[src/rtl/pair_triple_event_monitor.sv]
// rtl/pair_triple_event_monitor.sv - run/event statistics for the pair/triple detector output; PAIR_TRIPLE_MONITOR_LONGEST_EN enables the longest-run tracker
module pair_triple_event_monitor #(
    parameter int nbits = 8
) (
    input  logic             clk,
    input  logic             reset,
    input  logic             det,
    input  logic             clear,
    output logic             in_run,
    output logic [nbits-1:0] event_count,
    output logic [nbits-1:0] run_len,
    output logic [nbits-1:0] longest
);

    typedef enum logic {IDLE = 1'b0, RUN = 1'b1} state_t;

    localparam logic [nbits-1:0] MAX_VAL  = '1;
    localparam logic [nbits-1:0] ONE_VAL  = 1;
    localparam logic [nbits-1:0] ZERO_VAL = '0;

    state_t           state_q, state_d;
    logic [nbits-1:0] count_q, count_d;
    logic [nbits-1:0] run_q, run_d;
    logic             wipe;

    // reset and soft clear share one wipe path; reset is also applied in the register
    assign wipe = reset | clear;

    // state and statistics registers
    always_ff @(posedge clk) begin
        if (reset) begin
            state_q <= IDLE;
            count_q <= ZERO_VAL;
            run_q   <= ZERO_VAL;
        end else begin
            state_q <= state_d;
            count_q <= count_d;
            run_q   <= run_d;
        end
    end

    // next state plus saturating event and run-length updates
    always_comb begin
        state_d = state_q;
        count_d = count_q;
        run_d   = run_q;
        if (wipe) begin
            state_d = IDLE;
            count_d = ZERO_VAL;
            run_d   = ZERO_VAL;
        end else begin
            case (state_q)
                IDLE: begin
                    if (det) begin
                        state_d = RUN;
                        count_d = (count_q == MAX_VAL) ? count_q : count_q + ONE_VAL;
                        run_d   = ONE_VAL;
                    end
                end
                RUN: begin
                    if (det) begin
                        run_d = (run_q == MAX_VAL) ? run_q : run_q + ONE_VAL;
                    end else begin
                        state_d = IDLE;
                        run_d   = ZERO_VAL;
                    end
                end
                default: state_d = IDLE;
            endcase
        end
    end

`ifdef PAIR_TRIPLE_MONITOR_LONGEST_EN
    logic [nbits-1:0] longest_q, longest_d;

    // longest tracks the next run length so a new maximum shows in the same cycle
    always_comb begin
        longest_d = longest_q;
        if (wipe) begin
            longest_d = ZERO_VAL;
        end else if (run_d > longest_q) begin
            longest_d = run_d;
        end
    end

    // longest-run register
    always_ff @(posedge clk) begin
        if (reset) begin
            longest_q <= ZERO_VAL;
        end else begin
            longest_q <= longest_d;
        end
    end
`endif

    // outputs come straight from registers
    always_comb begin
        in_run      = (state_q == RUN);
        event_count = count_q;
        run_len     = run_q;
`ifdef PAIR_TRIPLE_MONITOR_LONGEST_EN
        longest     = longest_q;
`else
        longest     = ZERO_VAL;
`endif
    end

endmodule

[config.mk]
export PLATFORM = sky130hd
export DESIGN_NAME = pair_triple_event_monitor
export DESIGN_NICKNAME = d
export VERILOG_FILES = /design/src/rtl/pair_triple_event_monitor.sv
export SDC_FILE = /design/constraint.sdc
export NUM_CORES = 1
export LEC_CHECK = 0
export CELL_PAD_IN_SITES_DETAIL_PLACEMENT = 1
export CELL_PAD_IN_SITES_GLOBAL_PLACEMENT = 2
export CORE_MARGIN = 5
export CORE_UTILIZATION = 25
export CTS_CLUSTER_SIZE = 10
export DETAILED_ROUTE_END_ITERATION = 10
export PLACE_DENSITY = 0.75
export RECOVER_POWER = 100
export SLEW_MARGIN = 20
export SYNTH_ARGS = -nofsm -noshare
export SYNTH_HDL_FRONTEND = slang
export SYNTH_SLANG_ARGS = --single-unit
[constraint.sdc]
create_clock -name clk -period 1.7 [get_ports clk]
set_input_delay 0.255 -clock clk [delete_from_list [all_inputs] [get_ports clk]]
set_output_delay 0.255 -clock clk [all_outputs]
set_load 0.05 [all_outputs]
# --- Yosys cells after proc, flatten, opt, wreduce, memory -nomap -nowiden ---
# Cells that the tools add are included.
op_classes:
  addsub: 2
  muxes: 5
  n_eq_ne: 4
  n_reduce_logical: 3
  n_bitwise: 3
ops:
  columns: ["cell", "n"]
  rows:
  - ["$mux 8", 3]
  - ["$add 8x1->8 const B", 2]
  - ["$eq 8x8->1 const B", 2]
  - ["$pmux 8 s2", 1]
  - ["$ne 3x3->1 const B", 1]
  - ["$reduce_and 3->1", 1]
  - ["$ne 2x2->1 const B", 1]
  - ["$not 1->1", 2]
  - ["$reduce_and 2->1", 1]
  - ["$reduce_or 2->1", 1]
  - ["$mux 1", 1]
  - ["$or 1x1->1", 1]
totals:
  word_cells: 20
  inputBits: 4
  reg_bits: 17

# --- Longest topological paths before layout ---
logic_depth:
  ltp_word: 4
  ltp_mapped: 5

# --- Least setup slack after synthesis ---
# Ideal clock, no wire load.
synth_path:
  kind: "flip-flop to flip-flop"
  start: "reg run_q[0], in the netlist run_len[0]"
  end: "reg run_q[6], in the netlist run_len[6]"
  path_stages_with_launch: 6
  arrival_ns: 1.702
  slack_ns: -0.122
  t_required_ns: 1.580
  setup_time_ns: 0.120
  path_cell_list: "dfxtp_1 -> ha_1 -> nand2_1 -> or4_1 -> a21oi_1 -> nor3_1"
synth_via:
  elab_chain_cells: 4
  word_cells_on_any_way: 7
  cone_classes: "add/sub (1); eq/ne (2); mux (3); reduce/logical (1)"
synth_rtl:
  columns: ["element", "line", "rtl"]
  rows:
  - ["start: declaration", "23", "logic [nbits-1:0] run_q, run_d;"]
  - ["start signal: assignment", "38", "run_q <= run_d;"]
  - ["$add 8x1->8", "62", "run_d = (run_q == MAX_VAL) ? run_q : run_q + ONE_VAL;"]
  - ["$mux 8", "62", null]
  - ["$mux 8", "61", "if (det) begin"]
  - ["$pmux 8 s2", "52", "case (state_q)"]
# Several ways; a longest one is shown, not always the timed one. The select of a mux whose other input is x is not followed.
# A chain may end at the register's enable or synchronous reset.

# --- Worst setup path after layout ---
layout_path:
  start: "in det"
  end: "reg count_q[4], in the netlist event_count[4]"
layout_via:
  elab_chain_cells: 1
layout_rtl:
  columns: ["element", "line", "rtl"]
  rows:
  - ["start: declaration", "7", "input logic det,"]
  - ["$reduce_and 3->1 (no line)", null, null]
  - ["end signal: assignment", "37", "count_q <= count_d;"]
  - ["end: declaration", "22", "logic [nbits-1:0] count_q, count_d;"]
# Every way passes these cells.

==> run metrics <==
status completed; fmax 0.652 GHz; total wire length 2.46 mm; Setup-failing EPs final 0; reg2reg start run_len[0]$_SDFFE_PP0P_; share of power burned in registers 0.505; Worst Path Buf+Inv 1; final setup margin 0.167 ns; clock buffer depth 2; WL/cell 13.1 um; post-CTS setup buffers 0; min-delay src run_len[1]$_SDFFE_PP0P_; synthesized instance count 111; Overflow after GRT 0; Final Wtd Congestion 0.798; n_diodes 0; post-synthesis register bit count 17; RSZ-0062 raised after global routing false; CP max stage cell dlygate4sd3_1; Rel. slew slack 0.599; die area 5020 sq um; Syn Area/Cell 8.34 sq um; Crit Path Max Fanout 8; number of cell rows 22; H-tree levels 1; MaxCap Viol Count 0; Max IR drop VDD 0.000276 V; Core Area 3630 sq um; synthesized area 926 sq um; Root Buffer clkbuf_8; # fillers 462; Worst-path clk slew 0.06 ns; crit path kind input port to register; Initial Util 0.255; HP Class register to register; drt first pass iters 4; leakage 0.000405 uW; fin util 0.313; CTS sink count 17; largest net degree at the start of global routing 13; cts bufs inserted 3; Psw 220 uW; CP endpoint kind register; worst-margin pin slew 0.604 ns; final hold vios 0; Slew Limit Fails 0; crit-path max cell delay 0.66 ns; crit path launch type input port; Die Ht 70.9 um; Critical Path Stages 5; DRC viols 0; Worst-Skew Late Latency 0.25 ns; Final min period 1.53 ns; CTS tree yes; sequential share of the synthesized area 0.368; Netlist cell types 35; Clk pwr share 0.371; dpl hpwl 1.92 mm; vias in the first global route 949; CP Capture Point event_count[4]$_SDFFE_PP0P_; Worst R2R End run_len[6]$_SDFFE_PP0P_; R2R setup slack 0.17 ns; PortBufs 20; P per Cell Area 711 nW/um^2; Int Power 590 uW; required time worst endpoint 1.90 ns; Comb power frac 0.124; Syn-to-layout area delta 23.0%; critical path arrival 1.73 ns; Routed Antenna Nets 0; dpl ws -0.0388 ns; Starting DRT DRC Count 24; initial antenna violation count 0; Yosys Warn Count 0; die width 70.9 um; cell-by-cell trace of the critical path dlygate4sd3_1 -> and3b_1 -> o21ai_0 -> or4_1 -> nand2_1; nets 147; delay-heaviest family, CP simple AND/OR/NAND/NOR gates; Total GRT Usage 0.103; Switching Fraction 0.271; FF-to-FF path depth 5; layout cell share with drive strength beyond 1 0.129; Layout Skew 0.000847 ns; IO Count 29; Tcrit/Tclk final 0.902; Vias 885; crit path from det; first-pass GRT wire length 4.33 mm; DR vias/cell 4.71
flip-flops by register name, indices dropped and copies added, names as in the netlist:
name,count
event_count,8
in_run,1
run_len,8
per-stage QoR:
stage	std cells	power, uW	hold WS (ns)	TNS, ns	cell area (sq um)
floorplan	118	507	0.400	0	958
global placement	184	523	0.484	0	1170
detailed placement	184	524	0.497	-0.0502	1170
CTS	188	829	0.507	0	1210
global route	188	842	0.527	0	1140
finish	188	810	0.506	0	1140
how the worst min path moves through the flow:
stage	endpoint	depth (start not counted)
after global routing	run_len[1]$_SDFFE_PP0P_	2
after global placement	event_count[1]$_SDFFE_PP0P_	2
final	run_len[1]$_SDFFE_PP0P_	2
after floorplan	in_run$_SDFF_PP0_	1
after detailed placement	run_len[1]$_SDFFE_PP0P_	2
after CTS	run_len[1]$_SDFFE_PP0P_	2
power groups by stage:
stage | logic, uW | clock network, uW | registers, uW
6_report | 100 | 300 | 409
5_1_grt | 107 | 325 | 410
4_1_cts | 106 | 314 | 409
3_5_place_dp | 106 | 0 | 418
3_3_place_gp | 105 | 0 | 418
2_1_floorplan | 76.5 | 0 | 431
cells in the mapped netlist (all sizes together):
library cell / count / area (sq um)
and4b: 1 / 10.0
or4: 3 / 22.5
nor2b: 1 / 6.26
or3: 1 / 6.26
o211ai: 5 / 37.5
and3: 2 / 12.5
o21ai: 5 / 25.0
conb: 1 / 3.75
nor4bb: 1 / 10.0
xor2: 4 / 35.0
mux2i: 1 / 10.0
nand2b: 1 / 6.26
and3b: 1 / 8.76
o2bb2ai: 1 / 8.76
and4: 3 / 27.5
nand3: 6 / 35.0
dfxtp: 17 / 340
buf: 9 / 65.1
nand4: 1 / 6.26
clkbuf: 1 / 3.75
a21boi: 1 / 7.51
or2: 1 / 6.26
and2: 2 / 12.5
o22ai: 1 / 6.26
a31oi: 4 / 25.0
nand2: 10 / 37.5
ha: 2 / 25.0
a21oi: 8 / 40.0
nor2: 10 / 37.5
nor3: 6 / 41.3
nor4: 1 / 6.26
routing by layer:
metal | routed length (um) | track usage | vias up
met2 | 1250 | 0.180 | 14
li1 | - | - | 449
met5 | 0 | 0 | -
met1 | 1100 | 0.123 | 418
met3 | 73 | 0.0270 | 4
met4 | 31 | 0.0292 | 0
cells in the final DEF, fill, tap and decap left out, types with 2 or more instances in the layout:
cell / n
a21oi_1: 8
a31oi_1: 4
and2_1: 2
and3_1: 2
and4_1: 2
buf_4: 4
clkbuf_1: 20
clkbuf_8: 3
clkdlybuf4s50_1: 2
conb_1: 8
dfxtp_1: 12
dfxtp_2: 5
ha_1: 2
nand2_1: 10
nand3_1: 5
nor2_1: 10
nor3_1: 5
o211ai_1: 5
o21ai_0: 5
or4_1: 3
xor2_1: 4
timing repair:
item,CTS,global route
hold buffers,0,0
gates resized for setup,0,0
setup endpoints to repair,0,1
worst reg2reg max path, delay by kind of cell, from the launching register on:
family	cells	cell delay [ns]
and+or+nand+nor	3	0.67
adders and majority gates	1	0.20
DFF	1	0.38
AOI/OAI and AO/OA	1	0.17
cells by family after synthesis:
family / synth area share
AND/OR/NAND/NOR: 0.316
AO/OA/AOI/OAI: 0.162
flip-flops: 0.368
buffers and inverters: 0.0743
XOR/XNOR: 0.0378
adder cells (fa/ha/maj): 0.0270
other: 0.00405
multiplexers: 0.0108
cell type report:
cell class | instances | area, sq um | share of cell area
flip-flops and latches | 17 | 347 | 0.304
multi-input cells | 91 | 543 | 0.477
clock buffers | 4 | 45.0 | 0.0396
well taps | 48 | 60.1 | 0.0527
repair buffers | 28 | 144 | 0.126
Note: power is estimated with default switching activity, not from simulation.
